--- src/rtl/piano_pkg.sv ---
// Shared types and entry-field layout for the piano record/playback path.
package piano_pkg;

    localparam int unsigned ENTRY_W  = 6;
    localparam int unsigned OCT_W    = 3;
    localparam int unsigned NOTE_W   = 3;
    localparam int unsigned OCT_MSB  = 5;
    localparam int unsigned OCT_LSB  = 3;
    localparam int unsigned NOTE_MSB = 2;
    localparam int unsigned NOTE_LSB = 0;

    localparam logic [NOTE_W-1:0] NOTE_REST = 3'd0;

    typedef enum logic [2:0] {
        IDLE,
        FETCH,
        LOAD,
        PLAY,
        GAP
    } state_t;

endpackage

--- src/rtl/playback_sequencer_if.sv ---
// Control, buffer-read and amplifier signals of the playback sequencer.
interface playback_sequencer_if #(
    parameter int unsigned ADDR_W = 8
);
    import piano_pkg::*;

    logic                start;
    logic                stop;
    logic [ADDR_W:0]     rec_len;
    logic [ADDR_W-1:0]   rd_addr;
    logic [ENTRY_W-1:0]  rd_data;
    logic [OCT_W-1:0]    octave;
    logic [NOTE_W-1:0]   note;
    logic                busy;
    logic                done;

    // Sequencer side: drives the read address and the amplifier.
    modport master (
        input  start, stop, rec_len, rd_data,
        output rd_addr, octave, note, busy, done
    );

    // Environment side: mode logic, buffer read port and amplifier.
    modport slave (
        output start, stop, rec_len, rd_data,
        input  rd_addr, octave, note, busy, done
    );

endinterface

--- src/rtl/pb_timer.sv ---
// Loadable saturating down-counter; terminal count is reached at zero.
module pb_timer #(
    parameter int unsigned W = 4
) (
    input  logic         clk,
    input  logic         rst,
    input  logic         load,
    input  logic [W-1:0] load_val,
    output logic         tc_c
);

    logic [W-1:0] count;

    // Load has priority; otherwise count down and hold at zero.
    always_ff @(posedge clk or posedge rst) begin
        if (rst) begin
            count <= '0;
        end else if (load) begin
            count <= load_val;
        end else if (count != '0) begin
            count <= count - W'(1);
        end
    end

    assign tc_c = (count == '0);

endmodule

--- src/rtl/playback_sequencer.sv ---
// Walks the recording buffer and presents each entry to the amplifier.
module playback_sequencer
    import piano_pkg::*;
#(
    parameter int unsigned ADDR_W      = 8,
    parameter int unsigned NOTE_CYCLES = 25000000,
    parameter int unsigned GAP_CYCLES  = 2500000
) (
    input  logic                 clk,
    input  logic                 rst,
    playback_sequencer_if.master bus
);

    localparam int unsigned MAX_CYC = (NOTE_CYCLES > GAP_CYCLES) ? NOTE_CYCLES : GAP_CYCLES;
    localparam int unsigned CNT_W   = $clog2(MAX_CYC + 1);
    localparam logic [CNT_W-1:0] NOTE_LOAD = CNT_W'(NOTE_CYCLES - 1);
    localparam logic [CNT_W-1:0] GAP_LOAD  = CNT_W'((GAP_CYCLES > 0) ? GAP_CYCLES - 1 : 0);

    state_t           state;
    logic [ADDR_W:0]  len_q;
    logic             last_c;
    logic             tmr_load_c;
    logic [CNT_W-1:0] tmr_val_c;
    logic             tmr_tc_c;

    // Current address is the final entry of the recording.
    assign last_c = (({1'b0, bus.rd_addr} + (ADDR_W+1)'(1)) == len_q);

    // Timer is reloaded on entry to PLAY (from LOAD) and on entry to GAP.
    always_comb begin
        tmr_load_c = 1'b0;
        tmr_val_c  = NOTE_LOAD;
        if (state == LOAD) begin
            tmr_load_c = 1'b1;
        end else if (state == PLAY && tmr_tc_c && !last_c && GAP_CYCLES != 0) begin
            tmr_load_c = 1'b1;
            tmr_val_c  = GAP_LOAD;
        end
    end

    pb_timer #(
        .W(CNT_W)
    ) u_timer (
        .clk      (clk),
        .rst      (rst),
        .load     (tmr_load_c),
        .load_val (tmr_val_c),
        .tc_c     (tmr_tc_c)
    );

    // Sequencer FSM with registered outputs; stop aborts from any busy state.
    always_ff @(posedge clk or posedge rst) begin
        if (rst) begin
            state       <= IDLE;
            len_q       <= '0;
            bus.rd_addr <= '0;
            bus.octave  <= '0;
            bus.note    <= NOTE_REST;
            bus.busy    <= 1'b0;
            bus.done    <= 1'b0;
        end else begin
            bus.done <= 1'b0;
            if (state != IDLE && bus.stop) begin
                state      <= IDLE;
                bus.octave <= '0;
                bus.note   <= NOTE_REST;
                bus.busy   <= 1'b0;
            end else begin
                case (state)
                    IDLE: begin
                        if (bus.start && !bus.stop) begin
                            len_q <= bus.rec_len;
                            if (bus.rec_len == '0) begin
                                bus.done <= 1'b1;
                            end else begin
                                bus.rd_addr <= '0;
                                bus.busy    <= 1'b1;
                                state       <= FETCH;
                            end
                        end
                    end
                    FETCH: state <= LOAD;
                    LOAD: begin
                        bus.octave <= bus.rd_data[OCT_MSB:OCT_LSB];
                        bus.note   <= bus.rd_data[NOTE_MSB:NOTE_LSB];
                        state      <= PLAY;
                    end
                    PLAY: begin
                        if (tmr_tc_c) begin
                            bus.octave <= '0;
                            bus.note   <= NOTE_REST;
                            if (last_c) begin
                                state    <= IDLE;
                                bus.busy <= 1'b0;
                                bus.done <= 1'b1;
                            end else if (GAP_CYCLES != 0) begin
                                state <= GAP;
                            end else begin
                                bus.rd_addr <= bus.rd_addr + ADDR_W'(1);
                                state       <= FETCH;
                            end
                        end
                    end
                    GAP: begin
                        if (tmr_tc_c) begin
                            bus.rd_addr <= bus.rd_addr + ADDR_W'(1);
                            state       <= FETCH;
                        end
                    end
                    default: state <= IDLE;
                endcase
            end
        end
    end

endmodule
--- src/flat_wrapper.sv ---
// flat-port wrapper written by rule: the top's interface ports become plain ports
module playback_sequencer_flat import piano_pkg::*;
#(
    parameter int unsigned ADDR_W      = 8,
    parameter int unsigned NOTE_CYCLES = 25000000,
    parameter int unsigned GAP_CYCLES  = 2500000
)
  (clk, rst, bus_start, bus_stop, bus_rec_len, bus_rd_data, bus_rd_addr, bus_octave, bus_note, bus_busy, bus_done);
  playback_sequencer_if #(.ADDR_W(ADDR_W)) bus_i ();
  input  logic clk;
  input  logic rst;
  input wire logic [$bits(bus_i.start)-1:0] bus_start;
  input wire logic [$bits(bus_i.stop)-1:0] bus_stop;
  input wire logic [$bits(bus_i.rec_len)-1:0] bus_rec_len;
  input wire logic [$bits(bus_i.rd_data)-1:0] bus_rd_data;
  output wire logic [$bits(bus_i.rd_addr)-1:0] bus_rd_addr;
  output wire logic [$bits(bus_i.octave)-1:0] bus_octave;
  output wire logic [$bits(bus_i.note)-1:0] bus_note;
  output wire logic [$bits(bus_i.busy)-1:0] bus_busy;
  output wire logic [$bits(bus_i.done)-1:0] bus_done;
  assign bus_i.start = bus_start;
  assign bus_i.stop = bus_stop;
  assign bus_i.rec_len = bus_rec_len;
  assign bus_i.rd_data = bus_rd_data;
  assign bus_rd_addr = bus_i.rd_addr;
  assign bus_octave = bus_i.octave;
  assign bus_note = bus_i.note;
  assign bus_busy = bus_i.busy;
  assign bus_done = bus_i.done;
  playback_sequencer #(.ADDR_W(ADDR_W), .NOTE_CYCLES(NOTE_CYCLES), .GAP_CYCLES(GAP_CYCLES)) u_core (.clk(clk), .rst(rst), .bus(bus_i));
endmodule
--- config.mk ---
export PLATFORM = sky130hd
export DESIGN_NAME = playback_sequencer_flat
export DESIGN_NICKNAME = d
export VERILOG_FILES = /design/src/rtl/piano_pkg.sv /design/src/rtl/playback_sequencer_if.sv /design/src/rtl/pb_timer.sv /design/src/rtl/playback_sequencer.sv /design/src/flat_wrapper.sv
export SDC_FILE = /design/constraint.sdc
export NUM_CORES = 1
export LEC_CHECK = 0
export BUFFER_PORTS_ARGS = -buffer_cell sky130_fd_sc_hd__buf_2
export CAP_MARGIN = 15
export CORE_MARGIN = 3
export CORE_UTILIZATION = 50
export CTS_CLUSTER_DIAMETER = 80
export DETAILED_ROUTE_END_ITERATION = 8
export PLACE_DENSITY = 0.83
export SYNTH_ARGS = -nofsm -noshare
export SYNTH_HDL_FRONTEND = slang
export SYNTH_HIERARCHICAL = 1
export SYNTH_SLANG_ARGS = --single-unit
--- constraint.sdc ---
create_clock -name clk -period 3.9 [get_ports clk]
set_input_delay 0.78 -clock clk [delete_from_list [all_inputs] [get_ports clk]]
set_output_delay 0.78 -clock clk [all_outputs]
set_load 0.02 [all_outputs]
==> reports/results.ini, run 1 <==
[place]
dp_hpwl_um = 5440
io_buffers = 34
place.gp.congestion = 0.927
place_area_um2 = 3530

[die]
die-area_um2 = 7590
die_h_um = 87.1
die_w_um = 87.1
rows = 28
start_util_pct = 53.7
core_um2 = 6130
pin_count = 35

[sta]
finalCriticalPeriod_ns = 3.32
slew_viol_final = 0
relSlewSlack_pct = 33.9
finClkSkew_ns = 0.0117
hold_viol_final = 0
fmax_ghz = 0.301
worst_slew_pin_slew_ns = 0.982
setup_violations = 0
finalCritPeriodShare_pct = 85.1
rsz0062_at_grt = no
finalSetupTns_ns = 0

[setup_path]
critPathBufInv = 4
regToRegStartpoint = u_core/u_timer/count[0]$_DFFE_PP0P_
critical_path.endpoint_type = flip-flop
critPathMostFrequentCell = buf_4
crit_end = u_core/u_timer/count[17]$_DFFE_PP0P_
critPathTopFamily = simple AND/OR/NAND/NOR gates
crit_required_ns = 4.12
crit_path_max_fanout = 26
crit_path_start_kind = flip-flop
path_cells = inv_1, ha_1, or4b_1, nor4_1, buf_4, nor2b_1, or3b_2, a31oi_2, buf_4, buf_4, a21oi_1, a211oi_1
r2r-end = u_core/u_timer/count[17]$_DFFE_PP0P_
critPathMaxStageDelay_ns = 0.58
crit_arrival_ns = 3.54
worstSetupPathType = flip-flop to flip-flop
cpMaxStageDelayCell = or4b_1
ff2ff_setup_slack_ns = 0.58
r2r_cells = 12
startpoint = u_core/u_timer/count[0]$_DFFE_PP0P_
crit_cells = 12

[job]
cap_violations = 0

[routing]
drt-initial-drc-count = 264
met2_length_um = 3550
drc = 0
ant_nets = 0
first_pass_iters = 5
avgRoutedWirePerCell_um = 16.7
viasPerCell = 6.28
wl_met1_um = 3600
top_layer_used = met4
wl_met3_um = 435
wirelength_um = 7730
vias = 2908

[worst_hold_path]
hold_path_class = input port to asynchronous set/reset pin

[logic_synthesis]
synthTopCellsByArea = dfrtp_1, xnor2_1, nand2_1
synth-simple-area-share_pct = 22.8
async_flop_share_pct = 100
synthXorXnorAreaFrac_pct = 6.12
syn_inst = 350
synth_top_family_by_area = simple AND/OR/NAND/NOR gates
ys_seq_area_share_pct = 40.3
synth_fa_ha_area_share_pct = 1.14
yosys.area.top_type = dfrtp_1
synth.avg_cell_area_um2 = 9.40
yosys_warnings = 6
synthFlopType = dfrtp_1
synth-compound-area-share_pct = 21.3
synth.distinct_cells = 65
synth_seq_cells = 53
netlist_area_um2 = 3290
synth_mux_area_share_pct = 3.39
synth_top_area_share_pct = 40.3
synth_edf_count = 0

[grt]
grt_pass1_wl_um = 13100
antenna_found_initial = 0
grt_usage_pct = 21.6
grt_max_degree = 29
overflow = 0
grt_pass1_vias = 2738

[finish]
fin_nets = 409
diodes = 0
layout_commonest_cell = dfrtp_1
areaGrowthSynthToFinish_pct = 12.2
final_cell_mix = dfrtp_1, buf_2, nand2_1
drive_above_1_share_pct = 19.1
final_cell_area_um2 = 3690

[clocking]
post_cts_buffers = 0
clock_sinks = 53
cts_tree = yes
clk_pin_slew_ns = 0.09
clk_path_buf_depth = 2
cts_max_level = 2
postCtsHoldBufs = 0
post_cts_resized = 0
root_buffer = clkbuf_8
numCtsBuffers = 5
clkLatencyLatePin_ns = 0.32

[run_status]
status = finished, final reports clean

[pwr]
ir_drop_mv = 0.363
power_density_nw_per_um2 = 615
leakage_nw = 1.51

## metrics by stage
stage	hold slack (ns)	power [mW]	worst slack [ns]	utilization (%)	instances
after floorplan	0.500	1.60	0.224	-	360
after global placement	0.488	1.78	0.750	57.6	454
after detailed placement	0.491	1.82	0.579	57.6	454
after CTS	0.519	2.26	0.577	59.8	462
after global routing	0.461	2.42	0.439	60.2	463
final	0.470	2.27	0.580	60.2	463
## power breakdown
| group | leakage (nW) | internal [mW] | switching, mW |
|---|---|---|---|
| Clock | 0.0681 | 0.255 | 0.187 |
| Combinational | 0.793 | 0.388 | 0.463 |
| Sequential | 0.650 | 0.740 | 0.238 |
| Total | 1.51 | 1.38 | 0.888 |
## worst min path at each step
stage	to	startpoint	cells past startpoint	slack, ns
final	u_core/state[2]$_DFFE_PP0P_	rst	2	0.47
after detailed placement	u_core/bus.note[0]$_DFFE_PP0P_	u_core/bus.note[0]$_DFFE_PP0P_	1	0.49
after global routing	u_core/bus.rd_addr[0]$_DFFE_PP0P_	rst	2	0.46
after CTS	u_core/bus.note[0]$_DFFE_PP0P_	u_core/bus.note[0]$_DFFE_PP0P_	1	0.52
after floorplan	u_core/len_q[0]$_DFFE_PP0P_	u_core/len_q[0]$_DFFE_PP0P_	1	0.50
after global placement	u_core/bus.note[0]$_DFFE_PP0P_	u_core/bus.note[0]$_DFFE_PP0P_	1	0.49
## sequential cells by signal, summed over array words and instances (netlist names)
register and count:
u_core/u_timer/count 25, u_core/len_q 9, u_core/bus.rd_addr 8, u_core/bus.note 3, u_core/bus.octave 3, u_core/state 3
u_core/bus.busy 1, u_core/bus.done 1
## synthesized netlist by cell type, types with 2 or more instances
cell type / count
o21ai_0: 15
or3_1: 6
and3_2: 2
a22o_1: 8
xnor2_1: 14
nor4b_1: 3
nor2_1: 11
inv_1: 12
o31ai_1: 15
conb_1: 2
buf_2: 5
o41ai_1: 2
buf_1: 2
nor3b_1: 4
ha_1: 3
o31a_1: 2
mux2_2: 9
nor3_1: 18
nand2_1: 30
a21oi_1: 10
a31oi_1: 7
o21a_1: 2
dfrtp_1: 53
clkbuf_1: 10
nand4_1: 5
or4_1: 5
a211oi_1: 4
nor4_1: 11
xor2_1: 9
o21ai_1: 8
nand2b_1: 7
o2111ai_1: 2
nand3_1: 12
and3_1: 3
and4_1: 3
and4b_1: 2
a21o_1: 3
buf_6: 3
nor2b_1: 2
## area by class of cell
cell class | count | area (um2)
multi-input combinational | 274 | 1850
timing repair buffer | 41 | 243
sequential | 53 | 1330
clock buffer | 5 | 68.8
inverter | 12 | 45.0
clock inverter | 3 | 65.1
fill | 488 | 2440
tap | 75 | 93.8
## routing by layer
| layer | global-route usage, % | vias to the layer above |
|---|---|---|
| met1 | 31.7 | 1402 |
| met3 | 2.84 | 14 |
| met2 | 32.3 | 100 |
| li1 | - | 1392 |
| met5 | 0 | - |
| met4 | 8.65 | 0 |
## cells by family (layout without fill, tap and decap cells)
logic type	count (synthesis)	in the layout
and+or+nand+nor	132	132
AOI/OAI and AO/OA	94	94
DFF	53	53
buffers and inverters	33	61
xor gates and xnor gates	23	23
muxes	10	10
adders and majority gates	3	3
other	2	12
Note: power is estimated with default switching activity, not from simulation.
==> inputs of run 2 (changes only) <==
--- a/config.mk
+++ b/config.mk
@@ -8,10 +8,11 @@
 export BUFFER_PORTS_ARGS = -buffer_cell sky130_fd_sc_hd__buf_2
 export CAP_MARGIN = 15
 export CORE_MARGIN = 3
-export CORE_UTILIZATION = 50
+export CORE_UTILIZATION = 53
 export CTS_CLUSTER_DIAMETER = 80
 export DETAILED_ROUTE_END_ITERATION = 8
-export PLACE_DENSITY = 0.83
+export PLACE_DENSITY = 0.87
+export SKIP_LAST_GASP = 1
 export SYNTH_ARGS = -nofsm -noshare
 export SYNTH_HDL_FRONTEND = slang
 export SYNTH_HIERARCHICAL = 1
==> run 2 against run 1 <==
Effect of this change: combinational power fell by 1%; total power fell by 6.1%; maximum frequency fell by 5.1%.
==> reports/results.ini, run 2 (same netlist as run 1, synthesis figures left out) <==
[routing]
drc = 0
viasPerCell = 6.33
avgRoutedWirePerCell_um = 16.3
vias = 2917
wirelength_um = 7490
ant_nets = 0
drt-initial-drc-count = 228
first_pass_iters = 5

[worst_hold_path]
hold_path_class = flip-flop to flip-flop
hp-start = u_core/bus.octave[2]$_DFFE_PP0P_

[die]
core_um2 = 5960
die_h_um = 84.8
die-area_um2 = 7190
start_util_pct = 55.2
rows = 28
die_w_um = 84.8
pin_count = 35

[finish]
layout_commonest_cell = dfrtp_1
drive_above_1_share_pct = 18.7
largest-register = u_core/u_timer/count
diodes = 0
areaGrowthSynthToFinish_pct = 9.97
instances_no_fill = 461
fin_nets = 407
final_cell_mix = dfrtp_1, buf_2, nand2_1
largest_reg_flops = 25
reg_top3 = u_core/u_timer/count (25), u_core/len_q (9), u_core/bus.rd_addr (8)

[clocking]
cts_tree = yes
post_cts_resized = 0
clk_pin_slew_ns = 0.10
clkLatencyLatePin_ns = 0.31
postCtsHoldBufs = 0
cts_max_level = 2
post_cts_buffers = 0
clock_sinks = 53
numCtsBuffers = 5
root_buffer = clkbuf_8
clk_path_buf_depth = 2

[setup_path]
r2r_cells = 10
crit_path_max_fanout = 15
crit_path_start_kind = flip-flop
ff2ff_setup_slack_ns = 0.40
startpoint = u_core/u_timer/count[0]$_DFFE_PP0P_
worstSetupPathType = flip-flop to flip-flop
critical_path.endpoint_type = flip-flop
r2r-end = u_core/u_timer/count[24]$_DFFE_PP0P_
crit_required_ns = 4.11
regToRegStartpoint = u_core/u_timer/count[0]$_DFFE_PP0P_
crit_arrival_ns = 3.71
crit_end = u_core/u_timer/count[24]$_DFFE_PP0P_

[run_status]
status = finished, final reports clean

[grt]
grt_pass1_vias = 2799
grt_max_degree = 29
grt_pass1_wl_um = 12700
antenna_found_initial = 0
grt_usage_pct = 21.4
overflow = 0

[place]
dp_slack_ns = 0.467
dp_hpwl_um = 5460
io_buffers = 34
place.gp.congestion = 0.935
dp_cells = 453

[sta]
slew_viol_final = 0
finalCritPeriodShare_pct = 89.7
fmax_ghz = 0.286
finalCriticalPeriod_ns = 3.50
relSlewSlack_pct = 30.2
rsz0062_at_grt = no
hold_viol_final = 0
worst_slew_pin_slew_ns = 1.05
finClkSkew_ns = 0.00829
finalSetupTns_ns = 0
setup_violations = 0
postLayoutSetupSlackWorst_ns = 0.402

[pwr]
ir_drop_mv = 0.354
p_total_mw = 2.13
power_frac_seq_pct = 45.4
power_switching_share_pct = 41.2
p_switching_mw = 0.878
leakage_nw = 1.47
power_density_nw_per_um2 = 590
pwr-share-clk_pct = 15.2
combPwrFrac_pct = 39.4
p_int_mw = 1.25

[job]
cap_violations = 0

## run 2: area by class of cell
type                            count  area (um2)
Sequential cell                    53        1330
Tap cell                           75        93.8
Fill cell                         511        2340
Clock buffer                        5        68.8
Multi-Input combinational cell    274        1850
Timing Repair Buffer               39         208
Clock inverter                      3        25.0
Inverter                           12        45.0
## run 2: power groups by stage
stage | combinational (mW) | clock, mW | sequential [mW]
after global routing | 0.930 | 0.355 | 1.00
final | 0.840 | 0.324 | 0.969
after global placement | 0.806 | 0 | 0.961
after floorplan | 0.669 | 0 | 0.928
after detailed placement | 0.834 | 0 | 0.973
after CTS | 0.839 | 0.332 | 0.964
## run 2: stage by stage
| step | hold WS [ns] | instance area (um2) | utilization (%) |
|---|---|---|---|
| floorplan | 0.500 | 3330 | - |
| global placement | 0.486 | 3520 | 59.2 |
| detailed placement | 0.486 | 3520 | 59.2 |
| CTS | 0.515 | 3620 | 60.7 |
| global route | 0.541 | 3620 | 60.7 |
| finish | 0.507 | 3620 | 60.7 |
## run 2: critical path, cell delays in order (launching register included)
cell and delay, ns:
dfrtp_1 0.44, inv_1 0.10, ha_1 0.14, or4b_1 0.56
nor4_1 0.64, nor2b_1 0.17, or3b_2 0.50, a31oi_2 0.24
buf_4 0.27, a41oi_1 0.07, a211oi_1 0.29
## run 2: layer usage
| metal | global-route usage, % | up-vias | part of all wire [%] |
|---|---|---|---|
| met5 | 0 | - | 0 |
| met4 | 5.61 | 0 | 0.96 |
| met3 | 3.14 | 9 | 5.5 |
| met2 | 36.7 | 124 | 50 |
| met1 | 28.3 | 1408 | 43 |
| li1 | - | 1376 | - |
## run 2: worst min-delay path by stage
stage / slack [ns] / end / cells after the start
global route: 0.54 / u_core/bus.octave[1]$_DFFE_PP0P_ / 1
floorplan: 0.50 / u_core/len_q[0]$_DFFE_PP0P_ / 1
finish: 0.51 / u_core/bus.octave[2]$_DFFE_PP0P_ / 1
detailed placement: 0.49 / u_core/bus.octave[2]$_DFFE_PP0P_ / 1
CTS: 0.52 / u_core/bus.octave[2]$_DFFE_PP0P_ / 1
global placement: 0.49 / u_core/bus.octave[0]$_DFFE_PP0P_ / 1
==> inputs of run 3 (changes only) <==
--- a/config.mk
+++ b/config.mk
@@ -5,13 +5,14 @@
 export SDC_FILE = /design/constraint.sdc
 export NUM_CORES = 1
 export LEC_CHECK = 0
+export ABC_AREA = 1
 export BUFFER_PORTS_ARGS = -buffer_cell sky130_fd_sc_hd__buf_2
 export CAP_MARGIN = 15
-export CORE_MARGIN = 3
-export CORE_UTILIZATION = 53
+export CORE_MARGIN = 10
+export CORE_UTILIZATION = 54
 export CTS_CLUSTER_DIAMETER = 80
 export DETAILED_ROUTE_END_ITERATION = 8
-export PLACE_DENSITY = 0.87
+export PLACE_DENSITY = 0.88
 export SKIP_LAST_GASP = 1
 export SYNTH_ARGS = -nofsm -noshare
 export SYNTH_HDL_FRONTEND = slang
==> run 3 against run 2 <==
Effect of this change: core utilization rose by 1.8 points; first-iteration DRC count fell by 19%; via count rose by 8.0%; wire length rose by 3.3%; maximum frequency rose by 19%; final cell count rose by 31%; highest routed layer unchanged; register-to-register slack improved by 0.56 ns; synthesized area rose by 2.6%.
==> reports/results.ini, run 3 <==
[logic_synthesis]
synth-simple-area-share_pct = 42.7
synth_mux_area_share_pct = 0
yosys.area.top_type = dfrtp_1
synth.avg_cell_area_um2 = 6.99
synthXorXnorAreaFrac_pct = 2.08
syn_inst = 483
netlist_top_cells_count = nand2_1, dfrtp_1, inv_1, nand3_1, nor2_1
synth_top_area_share_pct = 39.3
synth_top_family_by_area = simple AND/OR/NAND/NOR gates
ys_seq_area_share_pct = 39.3
synth-compound-area-share_pct = 7.15
async_flop_share_pct = 100
synth_seq_cells = 53
synth_fa_ha_area_share_pct = 1.11
synthFlopType = dfrtp_1
netlist_area_um2 = 3380
post-synth-top-count-cell = nand2_1
yosys_warnings = 6
synthTopCellsByArea = dfrtp_1, nand2_1, nand3_1
synth_edf_count = 0
synth.distinct_cells = 37

[grt]
grt_max_degree = 29
grt_pass1_wl_um = 13500
overflow = 0
antenna_found_initial = 0
grt_usage_pct = 16.0
grt_pass1_vias = 3004

[setup_path]
crit_path_start_kind = flip-flop
crit_arrival_ns = 3.18
cpMaxStageDelayCell = dfrtp_1
critPathBufInv = 3
worstSetupPathType = flip-flop to flip-flop
crit_required_ns = 4.15
path_cells = ha_1, nand2_1, nand2_1, nand2_1, nand2_1, nor2_1, nand3_1, nor2_1, nand3_2, nand3_1, o21ai_1, buf_4, inv_1, nand2_4, inv_4, nand2_2, nand2_1
critPathMostFrequentCell = nand2_1
critical_path.endpoint_type = flip-flop
critPathTopFamily = simple AND/OR/NAND/NOR gates
critPathMaxStageDelay_ns = 0.44
crit_path_max_fanout = 28
r2r-end = u_core/u_timer/count[11]$_DFFE_PP0P_
ff2ff_setup_slack_ns = 0.96
regToRegStartpoint = u_core/bus.rd_addr[0]$_DFFE_PP0P_
r2r_cells = 17

[routing]
drt-initial-drc-count = 185
first_pass_iters = 4
ant_nets = 0
wirelength_um = 7740
viasPerCell = 5.21
avgRoutedWirePerCell_um = 12.8
vias = 3151
drc = 0

[place]
io_buffers = 34
place.gp.congestion = 0.904
dp_hpwl_um = 5850
place_area_um2 = 3650

[finish]
reg_top3 = u_core/u_timer/count (25), u_core/len_q (9), u_core/bus.rd_addr (8)
layout_commonest_cell = nand2_1
largest-register = u_core/u_timer/count
areaGrowthSynthToFinish_pct = 10.9
final_cell_mix = nand2_1, dfrtp_1, inv_1
fin_nets = 551
largest_reg_flops = 25
final_cell_area_um2 = 3740
diodes = 0
drive_above_1_share_pct = 16.2
final_util_pct = 62.5

[clocking]
post_cts_resized = 0
clock_sinks = 53
root_buffer = clkbuf_8
cts_max_level = 2
postCtsHoldBufs = 0
clkLatencyLatePin_ns = 0.31
post_cts_buffers = 0
clk_path_buf_depth = 2
cts_tree = yes
clk_pin_slew_ns = 0.10
numCtsBuffers = 5

[pwr]
leakage_nw = 1.90
ir_drop_mv = 0.426
power_density_nw_per_um2 = 684
pwr-share-clk_pct = 12.8
power_frac_seq_pct = 38.3
p_switching_mw = 1.23
power_switching_share_pct = 48.1
p_int_mw = 1.33
combPwrFrac_pct = 48.9

[sta]
hold_viol_final = 0
hold-worst-slack_ns = 0.503
finClkSkew_ns = 0.0101
finalSetupTns_ns = 0
finalCritPeriodShare_pct = 75.3
worst_slew_pin_slew_ns = 1.03
setup_violations = 0
relSlewSlack_pct = 31.1
finalCriticalPeriod_ns = 2.94
slew_viol_final = 0
rsz0062_at_grt = no
fmax_ghz = 0.341

[die]
rows = 28
die_w_um = 99.1
start_util_pct = 56.3
die_h_um = 99.1
pin_count = 35
core_um2 = 5990
die-area_um2 = 9810

[worst_hold_path]
hold_path_end = u_core/bus.busy$_DFFE_PP0P_
whs_path_depth = 2
hold_path_class = flip-flop to flip-flop
hp-start = u_core/bus.busy$_DFFE_PP0P_

[run_status]
status = finished, final reports clean

[job]
cap_violations = 0

==> run 3: per-layer routing <==
metal | track usage (%) | vias up | part of all wire (%)
met3 | 4.19 | 7 | 5.7
met2 | 27.9 | 91 | 49
li1 | - | 1615 | -
met5 | 0 | - | 0
met1 | 19.1 | 1438 | 44
met4 | 3.86 | 0 | 0.68
==> run 3: cells by family after synthesis <==
kind of cell | after synthesis
buffers and inverters | 62
other | 2
XOR/XNOR | 8
AO/OA/AOI/OAI | 44
AND/OR/NAND/NOR | 311
adder cells (fa/ha/maj) | 3
flip-flops | 53
==> run 3: power by group through the flow <==
| stage | Clock [mW] | Combinational (mW) | Sequential, mW |
|---|---|---|---|
| floorplan | 0 | 0.963 | 0.984 |
| global placement | 0 | 1.20 | 0.973 |
| detailed placement | 0 | 1.25 | 0.986 |
| CTS | 0.335 | 1.26 | 0.975 |
| global route | 0.358 | 1.44 | 1.01 |
| finish | 0.327 | 1.25 | 0.981 |
==> run 3: stage by stage <==
stage | setup WS [ns] | cells | power (mW)
3_3_place_gp | 1.22 | 597 | 2.17
3_5_place_dp | 1.07 | 597 | 2.23
6_report | 0.964 | 605 | 2.56
2_1_floorplan | 1.39 | 493 | 1.95
4_1_cts | 0.994 | 605 | 2.57
5_1_grt | 0.634 | 605 | 2.81
==> run 3: tightest hold or removal path, delay by kind of cell, from the launching register on <==
family / cells / cell delay, ns
AND/OR/NAND/NOR: 2 / 0.11
flip-flops: 1 / 0.36
==> run 3: cell type report <==
cell class / count / area [um2]
clock inverters: 3 / 26.3
inverters: 55 / 209
flip-flops and latches: 53 / 1330
multi-input cells: 378 / 1830
repair buffers: 36 / 185
fillers: 502 / 2250
clock buffers: 5 / 68.8
well taps: 75 / 93.8
==> run 3: worst max path at each step <==
stage	slack (ns)	cells after the start	start	endpoint
after detailed placement	1.07	15	u_core/bus.rd_addr[1]$_DFFE_PP0P_	u_core/u_timer/count[6]$_DFFE_PP0P_
final	0.96	17	u_core/bus.rd_addr[0]$_DFFE_PP0P_	u_core/u_timer/count[11]$_DFFE_PP0P_
after CTS	0.99	17	u_core/bus.rd_addr[0]$_DFFE_PP0P_	u_core/u_timer/count[11]$_DFFE_PP0P_
after global routing	0.63	17	u_core/bus.rd_addr[0]$_DFFE_PP0P_	u_core/u_timer/count[24]$_DFFE_PP0P_
after floorplan	1.39	15	u_core/bus.rd_addr[1]$_DFFE_PP0P_	u_core/u_timer/count[6]$_DFFE_PP0P_
after global placement	1.22	15	u_core/bus.rd_addr[0]$_DFFE_PP0P_	u_core/u_timer/count[6]$_DFFE_PP0P_
